$ cat config.mk
export PLATFORM = sky130hd
export DESIGN_NAME = uart_rx
export DESIGN_NICKNAME = d
export VERILOG_FILES = /design/src/rtl/uart_rx_pkg.sv /design/src/rtl/uart_rx_fifo.sv /design/src/rtl/uart_rx.sv
export SDC_FILE = /design/constraint.sdc
export NUM_CORES = 1
export LEC_CHECK = 0
export CORE_MARGIN = 5
export CORE_UTILIZATION = 45
export DETAILED_ROUTE_END_ITERATION = 10
export PLACE_DENSITY = 0.72
export REMOVE_ABC_BUFFERS = 1
export SLEW_MARGIN = 0
export SYNTH_ARGS = -nofsm -noshare
export SYNTH_HDL_FRONTEND = slang
export SYNTH_HIERARCHICAL = 1
export SYNTH_SLANG_ARGS = --single-unit
$ cat constraint.sdc
create_clock -name clk_i -period 4.2 [get_ports clk_i]
set_input_delay 0.42 -clock clk_i [delete_from_list [all_inputs] [get_ports clk_i]]
set_output_delay 0.42 -clock clk_i [all_outputs]
set_load 0.03 [all_outputs]
$ cat src/rtl/uart_rx_pkg.sv
// Shared definitions for the uart_rx receiver: FSM state encodings and the
// minimum clocks-per-bit divisor.
package uart_rx_pkg;

  typedef enum logic [2:0] {
    ST_IDLE   = 3'd0,
    ST_START  = 3'd1,
    ST_DATA   = 3'd2,
    ST_PARITY = 3'd3,
    ST_STOP   = 3'd4,
    ST_BREAK  = 3'd5
  } rx_state_e;

  localparam int UART_DIV_MIN = 4;

endpackage

$ cat src/rtl/uart_rx_fifo.sv
// Small first-word-fall-through receive FIFO, DEPTH x 8.
// Pointers carry one extra bit so full and empty are distinguishable.
module uart_rx_fifo #(
  parameter int DEPTH = 4
) (
  input  logic       clk_i,
  input  logic       rst_n,
  input  logic       push_i,
  input  logic [7:0] din_i,
  input  logic       pop_i,
  output logic [7:0] dout_o,
  output logic       full_o,
  output logic       empty_o,
  output logic       overrun_o
);

  localparam int AW = $clog2(DEPTH);

  logic [7:0]  mem_q [DEPTH];
  logic [AW:0] wptr_q, rptr_q;
  logic        overrun_q;
  logic        pop, wr;

  assign empty_o   = (wptr_q == rptr_q);
  assign full_o    = (wptr_q[AW] != rptr_q[AW]) && (wptr_q[AW-1:0] == rptr_q[AW-1:0]);
  assign pop       = pop_i & ~empty_o;
  // A simultaneous pop frees the slot, so a push into a full FIFO still lands.
  assign wr        = push_i & (~full_o | pop);
  assign dout_o    = mem_q[rptr_q[AW-1:0]];
  assign overrun_o = overrun_q;

  // Storage, pointers and the registered overrun pulse.
  always_ff @(posedge clk_i or negedge rst_n) begin
    if (!rst_n) begin
      for (int i = 0; i < DEPTH; i++) mem_q[i] <= '0;
      wptr_q    <= '0;
      rptr_q    <= '0;
      overrun_q <= 1'b0;
    end else begin
      if (wr) begin
        mem_q[wptr_q[AW-1:0]] <= din_i;
        wptr_q                <= wptr_q + 1'b1;
      end
      if (pop) rptr_q <= rptr_q + 1'b1;
      overrun_q <= push_i & full_o & ~pop;
    end
  end

endmodule

$ cat src/rtl/uart_rx.sv
// 8-bit async serial receiver: 2-flop synchroniser, down-counting bit timer
// sampling mid-bit, LSB-first shift, FWFT receive FIFO.
// Define UART_RX_PARITY_EN for an 8-data + parity + stop frame (default 8N1).
module uart_rx
  import uart_rx_pkg::*;
#(
  parameter int DIV_W      = 16,
  parameter int FIFO_DEPTH = 4
) (
  input  logic             clk_i,
  input  logic             rst_n,
  input  logic [DIV_W-1:0] divisor,
  input  logic             rx_i,
  input  logic             rd_i,
  output logic [7:0]       data_o,
  output logic             valid_o,
  output logic             frame_err_o,
  output logic             overrun_o,
`ifdef UART_RX_PARITY_EN
  input  logic             parity_odd_i,
  output logic             parity_err_o,
`endif
  output logic             busy_o
);

  rx_state_e        state_q, state_d;
  logic [1:0]       sync_q;
  logic [DIV_W-1:0] cnt_q, cnt_d, div_eff;
  logic [2:0]       idx_q, idx_d;
  logic [7:0]       shift_q, shift_d;
  logic             fe_q, fe_d;
  logic             push, empty, full, rx_s, tick;
`ifdef UART_RX_PARITY_EN
  logic             perr_q, perr_d;
  logic             pe_q, pe_d;
`endif

  assign rx_s    = sync_q[1];
  assign tick    = (cnt_q == '0);
  assign div_eff = (divisor < DIV_W'(UART_DIV_MIN)) ? DIV_W'(UART_DIV_MIN) : divisor;

  // Two-flop synchroniser for the asynchronous line; idles high.
  always_ff @(posedge clk_i or negedge rst_n) begin
    if (!rst_n) sync_q <= 2'b11;
    else        sync_q <= {sync_q[0], rx_i};
  end

  // Receiver state, bit timer, shift register and error pulses.
  always_ff @(posedge clk_i or negedge rst_n) begin
    if (!rst_n) begin
      state_q <= ST_IDLE;
      cnt_q   <= '0;
      idx_q   <= '0;
      shift_q <= '0;
      fe_q    <= 1'b0;
`ifdef UART_RX_PARITY_EN
      perr_q  <= 1'b0;
      pe_q    <= 1'b0;
`endif
    end else begin
      state_q <= state_d;
      cnt_q   <= cnt_d;
      idx_q   <= idx_d;
      shift_q <= shift_d;
      fe_q    <= fe_d;
`ifdef UART_RX_PARITY_EN
      perr_q  <= perr_d;
      pe_q    <= pe_d;
`endif
    end
  end

  // Next-state logic; divisor is only consulted when the timer reloads.
  always_comb begin
    state_d = state_q;
    cnt_d   = cnt_q;
    idx_d   = idx_q;
    shift_d = shift_q;
    fe_d    = 1'b0;
    push    = 1'b0;
`ifdef UART_RX_PARITY_EN
    perr_d  = perr_q;
    pe_d    = 1'b0;
`endif
    if (state_q != ST_IDLE && state_q != ST_BREAK)
      cnt_d = tick ? (div_eff - DIV_W'(1)) : (cnt_q - DIV_W'(1));
    case (state_q)
      ST_IDLE: if (!rx_s) begin
        cnt_d   = div_eff >> 1;
        state_d = ST_START;
`ifdef UART_RX_PARITY_EN
        perr_d  = 1'b0;
`endif
      end
      ST_START: if (tick) begin
        if (rx_s) state_d = ST_IDLE;
        else begin
          state_d = ST_DATA;
          idx_d   = 3'd0;
        end
      end
      ST_DATA: if (tick) begin
        shift_d[idx_q] = rx_s;
        idx_d          = idx_q + 3'd1;
        if (idx_q == 3'd7) begin
`ifdef UART_RX_PARITY_EN
          state_d = ST_PARITY;
`else
          state_d = ST_STOP;
`endif
        end
      end
`ifdef UART_RX_PARITY_EN
      ST_PARITY: if (tick) begin
        perr_d  = (rx_s != (^shift_q ^ parity_odd_i));
        state_d = ST_STOP;
      end
`endif
      ST_STOP: if (tick) begin
        if (rx_s) begin
          state_d = ST_IDLE;
`ifdef UART_RX_PARITY_EN
          if (perr_q) pe_d = 1'b1;
          else
`endif
          push = 1'b1;
        end else begin
          fe_d    = 1'b1;
          state_d = ST_BREAK;
        end
      end
      // A held-low line must return high before another start is accepted.
      ST_BREAK: if (rx_s) state_d = ST_IDLE;
      default:  state_d = ST_IDLE;
    endcase
  end

  uart_rx_fifo #(.DEPTH(FIFO_DEPTH)) u_fifo (
    .clk_i     (clk_i),
    .rst_n     (rst_n),
    .push_i    (push),
    .din_i     (shift_q),
    .pop_i     (rd_i),
    .dout_o    (data_o),
    .full_o    (full),
    .empty_o   (empty),
    .overrun_o (overrun_o)
  );

  assign valid_o     = ~empty;
  assign frame_err_o = fe_q;
  assign busy_o      = (state_q != ST_IDLE);
`ifdef UART_RX_PARITY_EN
  assign parity_err_o = pe_q;
`endif

  logic unused_full;
  assign unused_full = full;

endmodule

Yosys cells after proc, flatten, opt, wreduce, memory -nomap -nowiden
Index checks and enable logic that the tools add are counted.
{"block": "classes", "eq_ne": 16, "addsub": 5, "reduce_logical": 11, "bitwise": 10, "magnitude_cmp": 6, "muxes": 33}
{"cell": "$mux W16", "n": 5}
{"cell": "$bwmux W32", "n": 1}
{"cell": "$sub A16 B1 Y16 const B", "n": 2}
{"cell": "$mux W3", "n": 10}
{"cell": "$mux W8", "n": 3}
{"cell": "$bmux W8 S2", "n": 1}
{"cell": "$demux W8 S2", "n": 1}
{"cell": "$logic_not A16 Y1", "n": 1}
{"cell": "$lt A16 B3 Y1 const B", "n": 1}
{"cell": "$pmux W3 S5", "n": 1}
{"cell": "$ne A2 B2 Y1 const B", "n": 7}
{"cell": "$add A3 B1 Y3 const B", "n": 3}
{"cell": "$eq A3 B3 Y1 const B", "n": 3}
{"cell": "$bwmux W8", "n": 1}
{"cell": "$mux W1", "n": 7}
{"cell": "$ge A3 B3 Y1 const B", "n": 2}
{"cell": "$not A2 Y3", "n": 2}
{"cell": "$pmux W3 S2", "n": 1}
{"cell": "$reduce_and A6 Y1", "n": 1}
{"cell": "$and A1 B1 Y1", "n": 4}
{"cell": "$logic_and A1 B1 Y1", "n": 4}
{"cell": "$lt A3 B4 Y1 const B", "n": 1}
{"cell": "$reduce_and A4 Y1", "n": 1}
{"cell": "$demux W1 S3", "n": 1}
{"cell": "15 further kinds", "n": 17}
{"block": "word_totals", "reg_bits": 72, "inputBits": 20, "out_inout_bits": 12, "elab_cells": 94}

Longest topological paths before layout
Gate-level depths: netlist of the first run.
{"block": "depth", "word_depth": 7, "ltp_mapped": 11, "depth_no_buf": 10}

Cells and area by module
Netlist of the first run, hierarchy kept.
{"module": "uart_rx", "area_per_inst_um2": 2200.9, "instances": 1, "seq_area_each_um2": 828.3, "cells_each": 250}
{"module": "uart_rx_fifo", "area_per_inst_um2": 1928.1, "instances": 1, "seq_area_each_um2": 975.9, "cells_each": 119}

Least setup slack after synthesis of the first run
Ideal clock, no wire load.
{"block": "synth_path", "path_type": "in2reg", "start": "in divisor[6]", "end": "reg cnt_q[12]", "path_stages": 10, "slack_ps": 1090, "t_required_ps": 4105, "arrival_ps": 3015, "cell_sequence": "or4_1 clkbuf_2 or4_4 a31oi_1 ha_1 nand2b_1 nor4_1 a32oi_1 o21ba_2 o31ai_1"}
{"block": "synth_between", "elab_chain_len": 7}
{"item": "start: declaration", "line_no": "uart_rx.sv:12", "text": "input logic [DIV_W-1:0] divisor,"}
{"item": "$lt A16 B3 Y1", "line_no": "uart_rx.sv:40", "text": "assign div_eff = (divisor < DIV_W'(UART_DIV_MIN)) ? DIV_W'(UART_DIV_MIN) : divisor;"}
{"item": "$mux W16 *", "line_no": "uart_rx.sv:40"}
{"item": "$sub A16 B1 Y16", "line_no": "uart_rx.sv:86", "text": "cnt_d = tick ? (div_eff - DIV_W'(1)) : (cnt_q - DIV_W'(1));"}
{"item": "$mux W16", "line_no": "uart_rx.sv:86"}
{"item": "$mux W16", "line_no": "uart_rx.sv:85", "text": "if (state_q != ST_IDLE && state_q != ST_BREAK)"}
{"item": "$mux W16", "line_no": "uart_rx.sv:88", "text": "ST_IDLE: if (!rx_s) begin"}
{"item": "$mux W16 *", "line_no": "uart_rx.sv:87", "text": "case (state_q)"}
{"item": "via cnt_d[12]", "line_no": "uart_rx.sv:28", "text": "logic [DIV_W-1:0] cnt_q, cnt_d, div_eff;"}
{"item": "end signal: assignment", "line_no": "uart_rx.sv:62", "text": "cnt_q <= cnt_d;"}
{"item": "end: declaration", "line_no": "uart_rx.sv:28"}
Mark *: on every way through the listed nets, which the timed path passes. The rest lies on a longest branch.
A chain may end at the register's enable or synchronous reset.

Worst setup path in the final report of the first run
{"block": "layout_path", "start": "in divisor[5]", "end": "reg cnt_q[12]"}
Same word-level chain as after synthesis.

==> results of run 1 <==
layer usage:
layer,vias up,track usage (%),share of wire (%)
met5,-,0,0
met4,0,6.11,2.2
met3,30,5.14,5.1
met2,121,28.9,49
met1,1554,22.5,44
li1,1479,-,-
kinds of logic after synthesis:
| group | Yosys count | share of synthesized area (%) |
|---|---|---|
| and+or+nand+nor | 113 | 15.2 |
| AOI/OAI and AO/OA | 93 | 17.9 |
| DFF | 72 | 43.7 |
| muxes | 49 | 15.5 |
| buffers and inverters | 23 | 2.58 |
| xor gates and xnor gates | 11 | 2.70 |
| adders and majority gates | 8 | 2.42 |
through the flow:
stage | power [W] | setup slack, ns | hold slack, ns | instances | util [%]
CTS | 0.00174 | 0.646 | 0.0607 | 515 | 52.4
finish | 0.00173 | 0.583 | 0.0497 | 515 | 52.4
global placement | 0.00107 | 0.391 | 0.349 | 499 | 49.7
detailed placement | 0.00107 | 0.301 | 0.348 | 499 | 49.7
global route | 0.00181 | 0.343 | 0.0762 | 515 | 52.4
floorplan | 0.000968 | 1.07 | 0.124 | 351 | -
state kept, by name, summed over array words and instances (netlist names):
signal / cells
u_fifo/mem_q: 32
shift_q: 8
frame_err_o: 1
cnt_q: 16
state_q: 3
u_fifo/overrun_o: 1
sync_q: 2
u_fifo/wptr_q: 3
u_fifo/rptr_q: 3
idx_q: 3
critical path, cell delays in order:
cell	delay [ns]
clkdlybuf4s50_1	0.49
or4_1	0.65
or4_4	0.63
a31oi_1	0.24
ha_1	0.27
nand2b_1	0.21
nor4_1	0.34
a32oi_1	0.16
o21ba_2	0.22
o31ai_1	0.22
layout make-up:
cell class,count,area share (%)
flip-flops and latches,72,37.8
repair buffers,37,7.34
well taps,111,2.91
clock buffers,10,2.67
inverters,5,0.393
clock inverters,6,2.41
multi-input cells,274,46.5
worst min path at each step:
| stage | to | start | cells past startpoint |
|---|---|---|---|
| 6_report | u_fifo/wptr_q[2]$_DFFE_PN0P_ | rst_n | 1 |
| 5_1_grt | u_fifo/wptr_q[2]$_DFFE_PN0P_ | rst_n | 1 |
| 4_1_cts | u_fifo/wptr_q[2]$_DFFE_PN0P_ | rst_n | 1 |
| 3_5_place_dp | sync_q[1]$_DFF_PN1_ | sync_q[0]$_DFF_PN1_ | 0 |
| 3_3_place_gp | sync_q[1]$_DFF_PN1_ | sync_q[0]$_DFF_PN1_ | 0 |
| 2_1_floorplan | cnt_q[0]$_DFF_PN0_ | rst_n | 0 |
where the power goes:
part,internal (W),leakage [nW],switching [W]
Sequential,0.000744,0.959,0.0000845
Combinational,0.000111,0.932,0.000126
Clock,0.000399,0.117,0.000263
Total,0.00125,2.01,0.000474
layout by cell type, fill, tap and decap left out, drive strengths merged, types with 6 or more instances in the layout:
cell and instances:
mux2 41, o21ai 15, nand3 6, inv 7, dfrtp 70, buf 7, nor4 10, o22ai 8
a31oi 7, nor3 12, ha 8, and2 6, mux4 8, clkbuf 10, nor2 24, xnor2 6
a21oi 17, or4 6, nand2 20, clkdlybuf4s50 30
==> flow_summary.toml, run 1 <==
[outcome]
status = "completed"

[worst_setup_path]
r2r_start = "cnt_q[1]$_DFF_PN0_"
worstSetupStartpointType = "input port"
worstPathMaxFanout = 7
reg2regPathDepth = 7
rr_endpoint = "u_fifo/mem_q[23]$_DFFE_PN0P_"
crit_type = "input port to flip-flop"
critical_path.endpoint_type = "flip-flop"
startpoint = "divisor[5]"
required_ns = 4.45
crit_arrival_ns = 3.87
reg2reg_slack_ns = 0.96
crit_path_end = "cnt_q[12]$_DFF_PN0_"

[clocking]
cts_sinks = 72
cts_buffer_depth = 2
post_cts_buffers = 0
cts_tree = "yes"
root_buffer = "clkbuf_8"
cts.repair.resized = 0
cts-htree-levels = 3
clk_latency_ns = 0.34
clkSlewWorstSetupHoldPaths_ns = 0.08
cts-buffers-inserted = 9
postCtsHoldBufs = 0

[synth]
synth_edf_count = 0
yosys-top-cells-count = "70 x dfrtp_1, 39 x mux2_2, 24 x nor2_1"
yosys_warnings = 6
synth.most_common_cell = "dfrtp_1"
dominantRegCellSynth = "dfrtp_1"
synth_area_per_cell_um2 = 11.2
yosys.area.top_type_share_pct = 42.4
netlist_area_mm2 = 0.00413
synthCells = 369
synth-seq-cells = 72
synth.largest_area_cell = "dfrtp_1"
synth_cell_types = 70
ys_seq_area_share_pct = 43.7
synthArstFlopShare_pct = 100
synthTopCellsByArea = "dfrtp_1 42%, mux2_2 11%, mux4_2 4.4%, o41ai_4 2.7%, ha_1 2.4%"

[routing]
wl_per_cell_um = 18.3
ant_nets = 0
via_per_inst = 6.18
wl_um = 9420
drc = 0
dr.pass1.iters = 5
route.vias.total = 3184
dr.first_iter.drc_count = 194

[timing]
setup_viol = 0
finalCritPeriodShare_pct = 86.1
fmax_mhz = 276
rsz0062_at_grt = "false"
max_slew_margin_pct = 22.3
fin_worst_skew_ns = 0.00517
drv_slew = 0
hold_viol = 0
finalSetupTns_ns = 0
worstMarginPinSlew_ns = 1.16
finalCriticalPeriod_ns = 3.62

[floorplan]
start_util_pct = 45.3
io_pins = 32
die_area_mm2 = 0.0112
die-height_um = 106
core_mm2 = 0.00911
rows = 35
die_width_um = 106

[placement]
routabilityCongestion = 0.966
portBuffers = 31
post-dp-hpwl_um = 6670
place_area_mm2 = 0.00453

[power_and_ir_drop]
cellLeakagePower_nw = 2.01
power_density_mw_per_mm2 = 362
max-vdd-ir-drop_mv = 0.213

[global_route]
grt_max_degree = 53
grt_usage_pct = 17.7
antenna_found_initial = 0
grt_pass1_wl_um = 16000
grt_overflow_total = 0
grt_pass1_vias = 3282

[flow_run]
maxCapViolations = 0

[finish]
final_area_mm2 = 0.00477
layout.area.seq_mm2 = 0.00180
diodes = 0
multiInputGateArea_mm2 = 0.00222
fillers = 810
area_growth_pct = 15.6
nets = 427
drive_gt1_share_pct = 22.5

[hold_path]
hp-class = "input port to async pin"
No activity file was read; power rests on OpenSTA's default activity.
==> inputs of run 2 (changes only) <==
Settings changed: PLACE_DENSITY 0.72 to 0.75.
==> run 2 against run 1 <==
Final area fell by 0.29%. Via count rose by 2.9%. Hold slack improved by 0.24 ns. Clock-buffer cell count did not move. Sequential cell count did not move. Highest routed layer unchanged. Global-route usage rose by 1.5 points. Critical path depth did not move. Clock power fell by 6.9%. Largest cell class unchanged. Final cell count rose by 0.19%. Core utilization fell by 0.15 points. Sequential power rose by 0.5%.
==> flow_summary.toml, run 2 (synthesis gave the netlist of run 1 again) <==
[timing]
rsz0062_at_grt = "false"
finalCritPeriodShare_pct = 84.3
finalCriticalPeriod_ns = 3.54
fin_worst_skew_ns = 0.0116
fmax_mhz = 283
hold_viol = 0
setup_viol = 0
drv_slew = 0
max_slew_margin_pct = 25.4
worstMarginPinSlew_ns = 1.12
finalSetupTns_ns = 0

[clocking]
cts-buffers-inserted = 9
cts_tree = "yes"
cts.repair.resized = 0
clkSlewWorstSetupHoldPaths_ns = 0.08
cts_buffer_depth = 2
post_cts_buffers = 0
postCtsHoldBufs = 0
cts-htree-levels = 3
cts_sinks = 72
root_buffer = "clkbuf_8"
clk_latency_ns = 0.35

[routing]
route.vias.total = 3277
wl_per_cell_um = 19.9
dr.pass1.iters = 5
drc = 0
via_per_inst = 6.35
ant_nets = 0
wl_um = 10300
dr.first_iter.drc_count = 222

[finish]
diodes = 0
top_regs = "u_fifo/mem_q (32), cnt_q (16), shift_q (8)"
largest-register = "u_fifo/mem_q"
largest_register_ffs = 32
final_cell_mix = "70 x dfrtp_1, 39 x mux2_2, 30 x clkdlybuf4s50_1"
drive_gt1_share_pct = 22.7
stdcell_count = 516
final_area_mm2 = 0.00476
final_common_cell = "dfrtp_1"
nets = 428
area_growth_pct = 15.3
fillers = 825

[placement]
post-dp-hpwl_um = 7400
place_area_mm2 = 0.00454
portBuffers = 31
dp_cells = 500
routabilityCongestion = 0.934

[global_route]
antenna_found_initial = 0
grt_overflow_total = 0
grt_usage_pct = 19.2
grt_max_degree = 50
grt_pass1_vias = 3320
grt_pass1_wl_um = 17200

[power_and_ir_drop]
power_density_mw_per_mm2 = 355
cellLeakagePower_nw = 2.00
max-vdd-ir-drop_mv = 0.221

[worst_setup_path]
reg2reg_slack_ns = 0.89
worstSetupStartpointType = "input port"
worstPathMaxFanout = 7
crit_type = "input port to flip-flop"
critical_path.endpoint_type = "flip-flop"
crit_arrival_ns = 3.79
required_ns = 4.45

[floorplan]
core_mm2 = 0.00911
start_util_pct = 45.3
die_area_mm2 = 0.0112
rows = 35
die_width_um = 106
die-height_um = 106
io_pins = 32

[outcome]
status = "completed"

[hold_path]
hp-class = "input port to async pin"

[flow_run]
maxCapViolations = 0
[run 2: report_power, final]
group	switching (W)	internal, W
logic	0.000129	0.000111
clock network	0.000278	0.000338
registers	0.0000885	0.000744
[run 2: metal layers]
metal / GRT usage (%) / vias up / routed length, um
met3: 4.16 / 22 / 559
met4: 8.05 / 0 / 214
met1: 24.5 / 1644 / 4360
li1: - / 1487 / -
met2: 31.6 / 124 / 5150
met5: 0 / - / 0
[run 2: layout make-up]
| cell class | instances | area, um^2 | area share, % |
|---|---|---|---|
| clock buffer | 10 | 128 | 2.68 |
| clock inverter | 6 | 93.8 | 1.97 |
| inverter | 5 | 18.8 | 0.394 |
| multi-input combinational | 274 | 2220 | 46.6 |
| sequential | 72 | 1800 | 37.9 |
| tap | 111 | 139 | 2.92 |
| timing repair buffer | 38 | 358 | 7.52 |
[run 2: final timing paths]
check                                     from                           end  depth (start not counted)
setup / recovery                    divisor[5]           cnt_q[12]$_DFF_PN0_                         10
hold / removal                           rst_n  u_fifo/rptr_q[0]$_DFFE_PN0P_                          1
setup reg to reg            cnt_q[1]$_DFF_PN0_  u_fifo/mem_q[31]$_DFFE_PN0P_                          7
hold reg to reg            sync_q[0]$_DFF_PN1_           sync_q[1]$_DFF_PN1_                          0
max in group asynchronous                rst_n  u_fifo/mem_q[14]$_DFFE_PN0P_                          2
min in group clk_i         sync_q[0]$_DFF_PN1_           sync_q[1]$_DFF_PN1_                          0
[run 2: metrics by stage]
step | total power, W | setup WS, ns | hold WS, ns | util, %
global placement | 0.00108 | 0.520 | 0.347 | 49.8
finish | 0.00169 | 0.661 | 0.288 | 52.3
detailed placement | 0.00108 | 0.387 | 0.348 | 49.8
CTS | 0.00170 | 0.737 | 0.319 | 52.3
floorplan | 0.000968 | 1.07 | 0.124 | -
global route | 0.00178 | 0.484 | 0.367 | 52.3
[run 2: critical path: stages]
cell and delay (ns):
clkdlybuf4s50_1 0.51, or4_1 0.58, or4_4 0.61, a31oi_1 0.26, ha_1 0.28, nand2b_1 0.21, nor4_1 0.31, a32oi_1 0.16
o21ba_2 0.23, o31ai_1 0.23
==> inputs of run 3 (changes only) <==
Settings changed: PLACE_DENSITY 0.75 to 0.78.
Clock period 4.2 ns to 2.85 ns, I/O delays scaled along.
==> run 3 against run 2 <==
Largest cell class unchanged. Core utilization grew 4.5 points. Largest power group unchanged. Clock power is 61% higher. First-iteration DRC count rose by 19%. Clock skew shrank 0.0058 ns. Critical path depth did not move. Power up 58%. Sequential cell count is the same. Die area unchanged. Via count is 2.8% higher.
==> flow_summary.toml, run 3 (synthesis gave the netlist of run 1 again) <==
[floorplan]
die-height_um = 106
rows = 35
core_mm2 = 0.00911
die_width_um = 106
start_util_pct = 45.3
die_area_mm2 = 0.0112
io_pins = 32

[power_and_ir_drop]
power_density_mw_per_mm2 = 516
power_frac_seq_pct = 44.8
power_switching_w = 0.000738
cellLeakagePower_nw = 2.27
switching_share_pct = 27.7
p_int_w = 0.00193
clock_power_share_pct = 37.2
max-vdd-ir-drop_mv = 0.296
comb_power_share_pct = 18.1

[finish]
fillers = 770
largest-register = "u_fifo/mem_q"
diodes = 0
final_cell_mix = "70 x dfrtp_1, 45 x buf_4, 39 x mux2_2"
top_regs = "u_fifo/mem_q (32), cnt_q (16), shift_q (8)"
drive_gt1_share_pct = 32.1
area_growth_pct = 25.2
nets = 466
final_common_cell = "dfrtp_1"
largest_register_ffs = 32

[timing]
holdWs_ns = 0.108
finalCritPeriodShare_pct = 97.3
max_slew_margin_pct = 39.0
fin_worst_skew_ns = 0.00579
fmax_mhz = 361
rsz0062_at_grt = "true"
hold_viol = 0
setup_ws_ns = 0.0770
worstMarginPinSlew_ns = 0.915
drv_slew = 0
setup_viol = 0
finalCriticalPeriod_ns = 2.77

[worst_setup_path]
worstPathMaxFanout = 4
required_ns = 3.05
crit_type = "input port to flip-flop"
reg2reg_slack_ns = 0.35
crit_arrival_ns = 2.97
worstSetupStartpointType = "input port"
critical_path.endpoint_type = "flip-flop"

[clocking]
cts_buffer_depth = 2
clk_latency_ns = 0.35
root_buffer = "clkbuf_8"
cts_sinks = 72
cts_tree = "yes"
cts-buffers-inserted = 9
cts-htree-levels = 3
clkSlewWorstSetupHoldPaths_ns = 0.08

[routing]
via_per_inst = 6.08
wl_per_cell_um = 18.4
drc = 0
route.vias.total = 3369
dr.first_iter.drc_count = 264
dr.pass1.iters = 4
ant_nets = 0
wl_um = 10200

[hold_path]
hp-class = "input port to async pin"

[global_route]
grt_max_degree = 73
grt_pass1_wl_um = 17200
grt_overflow_total = 0
antenna_found_initial = 0
grt_pass1_vias = 3477
grt_usage_pct = 19.3

[flow_run]
maxCapViolations = 0

[outcome]
status = "completed"

[placement]
portBuffers = 31
routabilityCongestion = 0.954
post-dp-hpwl_um = 7250
place_ws_ns = -0.516
-- run 3: changes by cell type in the layout (fill, tap and decap cells not counted), moves of 2 or more --
cell / delta
dlymetal6s2s_1: +6
nor4_1: -2
or4_1: -3
buf_4: +38
o311ai_0: -2
a31oi_4: +2
a31oi_1: -2
or4_4: +3
clkdlybuf4s50_1: -6
o311ai_1: +2
nor4_2: +2
-- run 3: layout make-up --
class	count	area [um^2]	share of cell area, %
Inverter	5	18.8	0.363
Timing Repair Buffer	76	658	12.7
Clock inverter	6	116	2.25
Tap cell	111	139	2.69
Multi-Input combinational cell	274	2300	44.6
Sequential cell	72	1800	34.9
Clock buffer	10	128	2.47
-- run 3: timing repair --
action	4_1_cts	5_1_grt
buffers inserted	0	1
gates resized for setup	11	12
gates cloned	0	0
setup endpoints to repair	4	8
hold buffers	0	0
pin swaps	4	6
-- run 3: path summary, 6_finish.rpt --
kind                                          start                           end  cells past startpoint
min in group clk_i                       divisor[5]            cnt_q[4]$_DFF_PN0_                      3
worst min-delay path                          rst_n    u_fifo/overrun_o$_DFF_PN0_                      2
max in group asynchronous                     rst_n  u_fifo/mem_q[27]$_DFFE_PN0P_                      2
worst max-delay path                    divisor[15]           cnt_q[10]$_DFF_PN0_                     10
worst max register to register   cnt_q[0]$_DFF_PN0_        shift_q[3]$_DFFE_PN0P_                      6
worst min register to register  sync_q[0]$_DFF_PN1_           sync_q[1]$_DFF_PN1_                      0
-- run 3: per-layer routing --
| layer | track usage (%) | vias to the layer above | routed length (um) |
|---|---|---|---|
| met1 | 23.4 | 1626 | 4230 |
| met3 | 4.35 | 44 | 581 |
| met5 | 0 | - | 0 |
| met2 | 32.2 | 133 | 4930 |
| met4 | 9.62 | 0 | 428 |
| li1 | - | 1566 | - |
-- run 3: per-stage QoR --
stage	cells	power (W)	utilization (%)	cell area, um^2	setup TNS, ns
6_report	554	0.00267	56.7	5170	0
5_1_grt	554	0.00280	56.7	5170	-0.0152
4_1_cts	553	0.00267	56.2	5110	0
3_5_place_dp	537	0.00164	52.9	4820	-2.44
3_3_place_gp	537	0.00164	52.9	4820	-1.90
2_1_floorplan	351	0.00143	-	4040	-0.396
-- run 3: critical path, cell delays in order --
cell,delay (ns)
clkdlybuf4s50_1,0.43
or4_4,0.55
or4_4,0.48
a31oi_4,0.24
ha_4,0.17
nand2b_4,0.07
or3_4,0.33
a211oi_2,0.19
o32a_1,0.17
a21oi_1,0.07
-- run 3: power groups by stage --
stage | logic, W | clock network [W] | registers [W]
after CTS | 0.000464 | 0.00101 | 0.00119
after detailed placement | 0.000435 | 0 | 0.00121
final | 0.000482 | 0.000992 | 0.00119
after global routing | 0.000535 | 0.00106 | 0.00121
after global placement | 0.000428 | 0 | 0.00121
after floorplan | 0.000233 | 0 | 0.00119
